### src/rtl/ioiq_bank_steer.sv
// ioiq_bank_steer: steers up to two renamed slots into two in-order IQ banks
// using per-bank credits and a round-robin preference pointer.
module ioiq_bank_steer #(
    parameter int BANK_DEPTH = 8,
    parameter int CNT_W      = $clog2(BANK_DEPTH + 1)
) (
    input  logic               clk,
    input  logic               reset,
    input  logic [1:0]         in_valid,
    input  logic               ext_stall,
    input  logic               if_recall,
    input  logic [1:0]         bank_pop,
    input  logic [2*CNT_W-1:0] bank_occ_after_recall,
    output logic [1:0]         push_valid,
    output logic [1:0]         push_slot,
    output logic               int_stall,
    output logic [2*CNT_W-1:0] credit,
    output logic               rr_ptr,
    output logic               credit_err,
    output logic [15:0]        stall_cycles
);
    localparam logic [CNT_W-1:0] FULL = CNT_W'(BANK_DEPTH);

    logic [CNT_W-1:0] cr [2];
    logic pair, single, tgt, accept, go;

    assign credit = {cr[1], cr[0]};

    always_comb begin
        pair       = &in_valid;
        single     = ^in_valid;
        tgt        = (cr[0] == cr[1]) ? rr_ptr : (cr[1] > cr[0]);
        accept     = pair ? (cr[0] != '0 && cr[1] != '0) : single ? (cr[tgt] != '0) : 1'b0;
        go         = accept & ~ext_stall & ~if_recall & ~reset;
        push_valid = !go ? 2'b00 : pair ? 2'b11 : (2'b01 << tgt);
        // Pair: bank rr_ptr takes the older slot; single: both lanes carry the lone slot index.
        push_slot  = pair ? (rr_ptr ? 2'b01 : 2'b10) : {2{in_valid[1]}};
        int_stall  = reset ? ext_stall : if_recall ? 1'b0 : ext_stall | (|in_valid & ~accept);
    end

    always_ff @(posedge clk or posedge reset) begin
        if (reset) begin
            cr[0]        <= FULL;
            cr[1]        <= FULL;
            rr_ptr       <= 1'b0;
            credit_err   <= 1'b0;
            stall_cycles <= '0;
        end else begin
            if (if_recall) begin
                for (int b = 0; b < 2; b++)
                    cr[b] <= FULL - bank_occ_after_recall[b*CNT_W +: CNT_W];
                rr_ptr <= 1'b0;
            end else begin
                for (int b = 0; b < 2; b++)
                    if (bank_pop[b] && !push_valid[b] && cr[b] == FULL)
                        credit_err <= 1'b1;
                    else
                        cr[b] <= cr[b] - CNT_W'(push_valid[b]) + CNT_W'(bank_pop[b]);
                if (|push_valid)
                    rr_ptr <= pair ? ~rr_ptr : ~tgt;
            end
            if (int_stall && |in_valid && stall_cycles != 16'hFFFF)
                stall_cycles <= stall_cycles + 16'd1;
        end
    end
endmodule

### config.mk
export PLATFORM = sky130hd
export DESIGN_NAME = ioiq_bank_steer
export DESIGN_NICKNAME = d
export VERILOG_FILES = /design/src/rtl/ioiq_bank_steer.sv
export SDC_FILE = /design/constraint.sdc
export NUM_CORES = 1
export LEC_CHECK = 0
export CAP_MARGIN = 0
export CORE_MARGIN = 4
export CORE_UTILIZATION = 50
export DETAILED_ROUTE_END_ITERATION = 12
export GPL_ROUTABILITY_DRIVEN = 0
export PLACE_DENSITY = 0.9
export SLEW_MARGIN = 10
export SYNTH_ARGS = -nofsm -noshare
export SYNTH_HDL_FRONTEND = slang
export SYNTH_SLANG_ARGS = --single-unit
### constraint.sdc
create_clock -name clk -period 7.2 [get_ports clk]
set_input_delay 1.08 -clock clk [delete_from_list [all_inputs] [get_ports clk]]
set_output_delay 1.08 -clock clk [all_outputs]
set_load 0.005 [all_outputs]
==> run_results.csv, run 1 <==
group,metric,value,unit
power,p_per_area,314.8,nW/µm²
synthesis,synth_compound_area_share,9.593,%
timing,worstMarginPinSlew,1.014,ns
critical_path,crit_path_end_kind,"primary output",
synthesis,synth-simple-area-share,22.49,%
synthesis,synth_fa_ha_area_share,15.37,%
outcome,status,"finished, final reports clean",
critical_path,cp_max_fo,9,
min_path,min_path_cells,1,
clocking,hold_buffers,0,
clocking,htreeDepth,1,
power,p_comb_share,54.1,%
floorplanning,io_pins,47,
layout,area_growth_syn_to_layout,29.61,%
synthesis,synth-edff-count,0,
critical_path,cp.arrival,3.57,ns
min_path,holdCritStartpoint,"credit_err",
drt,drtAntennaViolNets,0,
place,place_area,2481,µm²
clocking,clk_path_buf_depth,2,
layout,fillCellCount,303,
synthesis,avgSynthCellArea,9.798,µm²
critical_path,cp-start-kind,"primary input",
synthesis,synth.area.mux_share,4.320,%
synthesis,async_flop_share,100.0,%
synthesis,synth_xor_xnor_area_share,10.23,%
timing,final.min_clock_period,4.646,ns
grt,grt_first_pass_wirelength,7555,µm
drt,detail_route.wl_per_cell,15.46,µm
clocking,numCtsBuffers,3,
power,pwr-share-clk,15.2,%
clocking,cts_setup_buffers,0,
layout,design_area,2552,µm²
floorplanning,fp.dieH,70.76,µm
synthesis,synthCells,201,
synthesis,synth_warnings,0,
power,p_switching,0.3065,mW
critical_path,required,6.12,ns
clocking,clock_latency,0.27,ns
floorplanning,die-width,70.76,µm
timing,min_period_over_period,64.53,%
floorplanning,core.rowCount,22,
drt,routed_wl,4593,µm
min_path,hold_end,"credit_err",
critical_path,reg2reg_depth,14,
drt,vias,1655,
layout,diodes,0,
synthesis,syn_area,1969,µm²
timing,finClkSkew,0.003988,ns
timing,finalHoldViolCount,0,
drt,firstDrtPassIters,7,
grt,antenna_found_initial,0,
job,maxCapViolCount,0,
power,intPower,0.4969,mW
timing,maxSlewViolCount,0,
floorplanning,core,3744,µm²
layout,fin_nets,289,
layout,layout-drive-gt1-share,9.237,%
grt,grt_max_degree,27,
power,switching_share,38.15,%
synthesis,ys_types,46,
power,peakVddDrop,0.0001876,V
grt,grt-ovfl-total,0,
synthesis,ys.flop_type,"dfrtp_1",
floorplanning,initial_core_util,52.61,%
clocking,cts_resized,0,
synthesis,syn-num-nets,240,
timing,fin_setup_tns,0,ns
timing,timing.fmax,215.2,MHz
clocking,clkTransAtPathRegs,0.09,ns
min_path,hold_class,"flip-flop to flip-flop",
clocking,clkSinkCount,26,
grt,grt_util_all_layers,18.76,%
power,power.leakage,1.092,nW
place,io_buffers,46,
synthesis,synth_top_family_by_area,"simple AND/OR/NAND/NOR gates",
timing,relSlewSlack,32.30,%
critical_path,r2r_start,"credit[1]",
floorplanning,dieArea,5007,µm²
synthesis,yosys_register_bits,26,
drt,avgViaCountPerCell,5.572,
clocking,clock-root-buffer,"clkbuf_8",
critical_path,reg2reg_slack,3.64,ns
timing,setup_violations,0,
place,dp_hpwl,3640,µm
power,seqPwrFrac,30.6,%
timing,grt_setup_unrepaired,"no",
critical_path,r2r-end,"credit[6]",
synthesis,ys_seq_area_share,33.16,%
grt,grt_pass1_vias,1563,
clocking,cts_tree,"built",
critical_path,path_class,"primary input to primary output",
drt,drc,0,
drt,drt_iter0_drc,142,
-- worst max-delay path by stage --
| stage | endpoint | cells after the start | slack [ns] | from |
|---|---|---|---|---|
| 6_report | int_stall | 7 | 2.55 | in_valid[1] |
| 5_1_grt | int_stall | 7 | 2.47 | in_valid[1] |
| 4_1_cts | int_stall | 7 | 2.58 | in_valid[1] |
| 3_5_place_dp | int_stall | 7 | 2.61 | in_valid[1] |
| 3_3_place_gp | int_stall | 7 | 2.70 | in_valid[1] |
| 2_1_floorplan | credit[2] | 13 | 3.55 | in_valid[0] |
-- logic make-up (layout without fill, tap and decap cells) --
| family | after synthesis | in the layout |
|---|---|---|
| AOI/OAI and AO/OA | 21 | 21 |
| xor gates and xnor gates | 23 | 23 |
| adders and majority gates | 23 | 23 |
| buffers and inverters | 25 | 73 |
| DFF | 26 | 26 |
| muxes | 8 | 8 |
| and+or+nand+nor | 75 | 75 |
-- critical path, cell delays in order --
cell	delay (ns)
clkdlybuf4s50_1	0.45
ha_1	0.30
inv_1	0.18
nand4_1	0.13
or4_4	0.48
a31oi_4	0.35
clkdlybuf4s50_1	0.59
-- through the flow --
| step | worst slack (ns) | total power [mW] | utilization, % | cells | hold slack (ns) |
|---|---|---|---|---|---|
| finish | 2.554 | 0.8034 | 68.18 | 297 | 0.4831 |
| global route | 2.468 | 0.8567 | 68.18 | 297 | 0.5017 |
| CTS | 2.582 | 0.8024 | 68.18 | 297 | 0.4906 |
| detailed placement | 2.613 | 0.6773 | 66.28 | 293 | 0.4652 |
| global placement | 2.699 | 0.6588 | 66.28 | 293 | 0.4618 |
| floorplan | 3.547 | 0.5091 | - | 201 | 0.4643 |
-- cell usage in the layout (no fill, tap or decap), types with 2 or more instances in the layout --
cell type / n
clkdlybuf4s50_1: 46
dfrtp_1: 24
inv_1: 23
ha_1: 21
xnor2_1: 20
nand2_1: 16
nor2_1: 12
nand4_1: 11
nand3_1: 10
mux2i_1: 7
nor3_1: 5
a21oi_1: 4
o21ai_0: 4
and3_1: 4
xor2_1: 3
clkbuf_8: 3
nand2b_1: 2
or4_4: 2
a21o_1: 2
fa_1: 2
dfstp_2: 2
-- flip-flops by register name (all words and copies together) (netlist names) --
signal	count
stall_cycles	16
credit	8
credit_err	1
rr_ptr	1
-- power groups by stage --
stage / clock network (mW) / logic [mW] / registers, mW
2_1_floorplan: 0 / 0.272 / 0.237
5_1_grt: 0.127 / 0.477 / 0.253
4_1_cts: 0.124 / 0.434 / 0.244
3_5_place_dp: 0 / 0.430 / 0.247
3_3_place_gp: 0 / 0.414 / 0.245
6_report: 0.122 / 0.435 / 0.246
-- cell usage after synthesis (2+ instances only) --
cell,instances,share of area (%)
inv_1,23,4.4
or4_4,2,1.1
xnor2_1,20,8.9
and3_1,4,1.3
nand3_1,10,2.5
dfstp_2,2,2.7
ha_1,21,13
nand2_1,16,3.0
a21oi_1,4,1.0
nor2_1,12,2.3
mux2i_1,7,3.6
dfrtp_1,24,30
nor3_1,5,1.3
nand2b_1,2,0.64
nand4_1,11,3.5
a21o_1,2,0.76
o21ai_0,4,1.0
fa_1,2,2.0
xor2_1,3,1.3
-- layer usage --
metal,wire length (µm),global-route usage [%],vias up
met5,0,0,-
met4,80,4.802,0
met3,283,2.699,12
li1,-,-,798
met2,2154,29.25,69
met1,2074,27.44,776
-- cell type report --
cell class              instances  area (µm²)  share of cell area, %
clock buffers                   3       41.29                  1.618
clock inverters                 1       30.03                  1.176
inverters                      23       86.33                  3.382
multi-input cells             150        1221                  47.84
flip-flops and latches         26       653.1                  25.59
well taps                      48       60.06                  2.353
repair buffers                 46       460.4                  18.04
Power figures use the tool's default switching activity.
==> run 2: changes to the inputs <==
CORE_UTILIZATION = 45   (was 50)
PLACE_DENSITY = 0.86   (was 0.9)
clock period = 4.1 ns   (was 7.2 ns; I/O delays follow)
==> run_results.csv, run 2 (synthesis gave the netlist of run 1 again) <==
group,metric,value,unit
grt,grt_pass1_vias,1664,
critical_path,cp.arrival,3.03,ns
layout,seq_area,653.1,µm²
job,maxCapViolCount,0,
outcome,status,"finished, final reports clean",
timing,timing.fmax,274.1,MHz
clocking,clock-root-buffer,"clkbuf_8",
drt,routed_wl,4746,µm
clocking,clkSinkCount,26,
critical_path,required,3.48,ns
grt,grt-ovfl-total,0,
power,seqPwrFrac,30.1,%
critical_path,cp-start-kind,"primary input",
timing,final.min_clock_period,3.648,ns
layout,fin_nets,292,
timing,whs,0.4811,ns
clocking,cts_resized,0,
clocking,hold_buffers,0,
drt,detail_route.wl_per_cell,15.72,µm
power,peakVddDrop,0.0002203,V
grt,grt_util_all_layers,17.98,%
layout,multi_input_comb_area,1221,µm²
critical_path,path_class,"primary input to primary output",
power,total_power,1.422,mW
timing,setup_violations,0,
timing,worstMarginPinSlew,1.013,ns
timing,min_period_over_period,88.98,%
timing,finClkSkew,0.008212,ns
clocking,clkTransAtPathRegs,0.09,ns
timing,fin_setup_tns,0,ns
grt,grt_first_pass_wirelength,7810,µm
critical_path,startpoint,"in_valid[1]",
floorplanning,io_pins,47,
timing,maxSlewViolCount,0,
power,power.leakage,1.107,nW
drt,vias,1665,
power,switching_share,38.28,%
power,p_switching,0.5444,mW
clocking,clock_latency,0.28,ns
min_path,hold_class,"flip-flop to flip-flop",
layout,area_growth_syn_to_layout,30.88,%
place,dp_hpwl,3662,µm
floorplanning,fp.dieH,74.16,µm
floorplanning,initial_core_util,47.86,%
drt,drt_iter0_drc,174,
drt,firstDrtPassIters,4,
grt,antenna_found_initial,0,
floorplanning,dieArea,5499,µm²
layout,diodes,0,
drt,avgViaCountPerCell,5.513,
place,pre_cts_slack,0.1646,ns
layout,final_common_cell,"clkdlybuf4s50_1",
layout,largest_reg_flops,16,
power,p_comb_share,54.4,%
timing,grt_setup_unrepaired,"no",
grt,grt_max_degree,27,
layout,layout-drive-gt1-share,10.32,%
clocking,clk_path_buf_depth,2,
power,pwr-share-clk,15.5,%
min_path,holdCritStartpoint,"credit_err",
place,io_buffers,46,
power,p_per_area,551.8,nW/µm²
floorplanning,core.rowCount,23,
clocking,cts_setup_buffers,0,
critical_path,crit_path_end_kind,"primary output",
critical_path,cp_max_fo,8,
layout,top_register,"stall_cycles",
critical_path,r2r_start,"credit[1]",
timing,setup_slack,0.4517,ns
drt,drc,0,
timing,relSlewSlack,32.39,%
layout,fillCellCount,357,
clocking,cts_tree,"built",
power,intPower,0.8778,mW
floorplanning,die-width,74.16,µm
timing,finalHoldViolCount,0,
clocking,htreeDepth,1,
clocking,numCtsBuffers,3,
drt,drtAntennaViolNets,0,
floorplanning,core,4115,µm²
layout,most-common-layout-cells,"clkdlybuf4s50_1, dfrtp_1, inv_1",
[run 2: cell types whose count changed in the layout (fill, tap and decap cells not counted)]
cell | before | now
buf_4 | 0 | 3
[run 2: layout make-up]
class / count / share of cell area (%)
sequential: 26 / 25.34
clock buffer: 3 / 1.602
clock inverter: 1 / 1.165
timing repair buffer: 49 / 18.74
tap: 50 / 2.427
inverter: 23 / 3.350
multi-input combinational: 150 / 47.38
[run 2: power by group through the flow]
stage | combinational, mW | sequential (mW) | clock [mW]
after floorplan | 0.478 | 0.416 | 0
after global placement | 0.739 | 0.428 | 0
after detailed placement | 0.763 | 0.431 | 0
after CTS | 0.776 | 0.428 | 0.225
after global routing | 0.851 | 0.442 | 0.228
final | 0.773 | 0.429 | 0.220
[run 2: metal layers]
layer / vias to the layer above / global-route usage [%] / part of all wire (%)
met2: 47 / 28.84 / 48
met5: - / 0 / 0
met4: 0 / 5.433 / 1.9
met1: 806 / 25.34 / 46
li1: 803 / - / -
met3: 9 / 2.297 / 3.9
[run 2: worst max-delay path, stage by stage]
cell and delay, ns:
clkdlybuf4s50_1 0.45, ha_1 0.31, and4bb_4 0.26, nor4_4 0.42
nand2_1 0.11, a211oi_2 0.29, clkdlybuf4s50_1 0.57
[run 2: metrics by stage]
step	utilization, %	cells	cell area [µm²]
2_1_floorplan	-	201	1969
3_3_place_gp	60.90	298	2506
3_5_place_dp	60.90	298	2506
4_1_cts	62.63	302	2577
5_1_grt	62.63	302	2577
6_report	62.63	302	2577
[run 2: final timing paths]
check	to	slack, ns	depth (start not counted)
max in group asynchronous	credit[1]	2.49	2
min in group asynchronous	stall_cycles[4]	0.99	2
hold reg to reg	credit_err	0.48	1
setup / recovery	push_valid[0]	0.45	7
setup reg to reg	credit[6]	0.66	14
hold / removal	credit_err	0.48	1
==> run 3: changes to the inputs <==
SLEW_MARGIN = 20   (was 10)
==> run_results.csv, run 3 (synthesis gave the netlist of run 1 again) <==
group,metric,value,unit
critical_path,crit_path_end_kind,"primary output",
critical_path,required,3.48,ns
power,power.leakage,1.106,nW
power,peakVddDrop,0.0002203,V
timing,worstMarginPinSlew,0.5570,ns
floorplanning,die-width,74.16,µm
layout,most-common-layout-cells,"clkdlybuf4s50_1, dfrtp_1, inv_1",
grt,antenna_found_initial,0,
timing,relSlewSlack,62.81,%
timing,timing.fmax,274.2,MHz
layout,seq_area,653.1,µm²
timing,setup_slack,0.4531,ns
clocking,cts_tree,"built",
drt,avgViaCountPerCell,5.503,
power,p_switching,0.5443,mW
power,switching_share,38.27,%
timing,min_period_over_period,88.95,%
drt,drtAntennaViolNets,0,
timing,finalHoldViolCount,0,
critical_path,path_class,"primary input to primary output",
clocking,clk_path_buf_depth,2,
floorplanning,dieArea,5499,µm²
layout,final_util,62.63,%
grt,grt_max_degree,27,
timing,final.min_clock_period,3.647,ns
floorplanning,initial_core_util,47.86,%
critical_path,critical-path-slowest-cell,"clkdlybuf4s50_1",
critical_path,crit_top_cell,"clkdlybuf4s50_1",
drt,firstDrtPassIters,4,
layout,largest_reg_flops,16,
critical_path,slowest_delay,0.57,ns
critical_path,cp-start-kind,"primary input",
place,io_buffers,46,
power,p_per_area,551.8,nW/µm²
clocking,hold_buffers,0,
layout,multi_input_comb_area,1221,µm²
grt,grt_util_all_layers,17.98,%
drt,routed_wl,4740,µm
drt,drc,0,
power,seqPwrFrac,30.1,%
timing,finClkSkew,0.008205,ns
grt,grt_pass1_vias,1664,
clocking,cts_resized,0,
place,pre_cts_slack,0.1646,ns
critical_path,cp.arrival,3.03,ns
clocking,clkSinkCount,26,
layout,fillCellCount,357,
clocking,htreeDepth,1,
timing,grt_setup_unrepaired,"no",
place,dp_hpwl,3662,µm
grt,grt-ovfl-total,0,
layout,final_common_cell,"clkdlybuf4s50_1",
timing,fin_setup_tns,0,ns
clocking,cts_setup_buffers,0,
power,intPower,0.8779,mW
clocking,clock-root-buffer,"clkbuf_8",
job,maxCapViolCount,0,
outcome,status,"finished, final reports clean",
layout,diodes,0,
layout,area_growth_syn_to_layout,30.88,%
critical_path,path_buf_inv,2,
layout,top_register,"stall_cycles",
drt,detail_route.wl_per_cell,15.70,µm
floorplanning,io_pins,47,
clocking,numCtsBuffers,3,
power,pwr-share-clk,15.5,%
timing,setup_violations,0,
floorplanning,core.rowCount,23,
min_path,hold_class,"flip-flop to flip-flop",
floorplanning,core,4115,µm²
layout,fin_nets,292,
grt,grt_first_pass_wirelength,7810,µm
drt,drt_iter0_drc,173,
timing,maxSlewViolCount,0,
critical_path,cp_max_fo,8,
clocking,clkTransAtPathRegs,0.09,ns
layout,layout-drive-gt1-share,10.71,%
drt,vias,1662,
critical_path,path_cells,"clkdlybuf4s50_1 -> ha_1 -> and4bb_4 -> nor4_4 -> nand2_1 -> a211oi_2 -> clkdlybuf4s50_1",
floorplanning,fp.dieH,74.16,µm
clocking,clock_latency,0.28,ns
power,p_comb_share,54.4,%
critical_path,critical-path-top-delay-family,"buffers and inverters",
-- run 3: cell counts in the layout (fill, tap and decap cells not counted) --
No cell type changed its count.
-- run 3: path summary, 6_finish.rpt --
kind	depth (start not counted)	startpoint	slack [ns]	endpoint
max	7	in_valid[1]	0.45	push_valid[0]
min	1	credit_err	0.48	credit_err
min in group asynchronous	2	reset	0.81	stall_cycles[5]
max reg2reg	14	credit[1]	0.66	credit[6]
max in group asynchronous	2	reset	2.90	credit[3]
min reg2reg	1	credit_err	0.48	credit_err
-- run 3: area by class of cell --
cell class / instances / share of cell area (%)
multi-input cells: 150 / 47.38
flip-flops and latches: 26 / 25.34
repair buffers: 49 / 18.74
inverters: 23 / 3.350
well taps: 50 / 2.427
clock buffers: 3 / 1.602
clock inverters: 1 / 1.165
-- run 3: through the flow --
step                      hold slack, ns  cell area (µm²)  total power, mW  std cells
after floorplan                   0.4643             1969           0.8941        201
after global placement            0.4606             2506            1.167        298
after CTS                         0.4872             2577            1.429        302
after global routing              0.5099             2577            1.521        302
after detailed placement          0.4619             2506            1.193        298
final                             0.4811             2577            1.422        302
-- run 3: layer usage --
metal / GRT usage [%] / up-vias / routed length, µm
li1: - / 802 / -
met1: 25.34 / 803 / 2170
met2: 28.84 / 48 / 2278
met3: 2.297 / 9 / 201
met4: 5.433 / 0 / 89
met5: 0 / - / 0
-- run 3: power groups by stage --
stage,combinational [mW],sequential [mW],clock (mW)
after global routing,0.852,0.442,0.228
after detailed placement,0.763,0.431,0
final,0.773,0.428,0.220
after global placement,0.739,0.428,0
after CTS,0.776,0.428,0.225
after floorplan,0.478,0.416,0
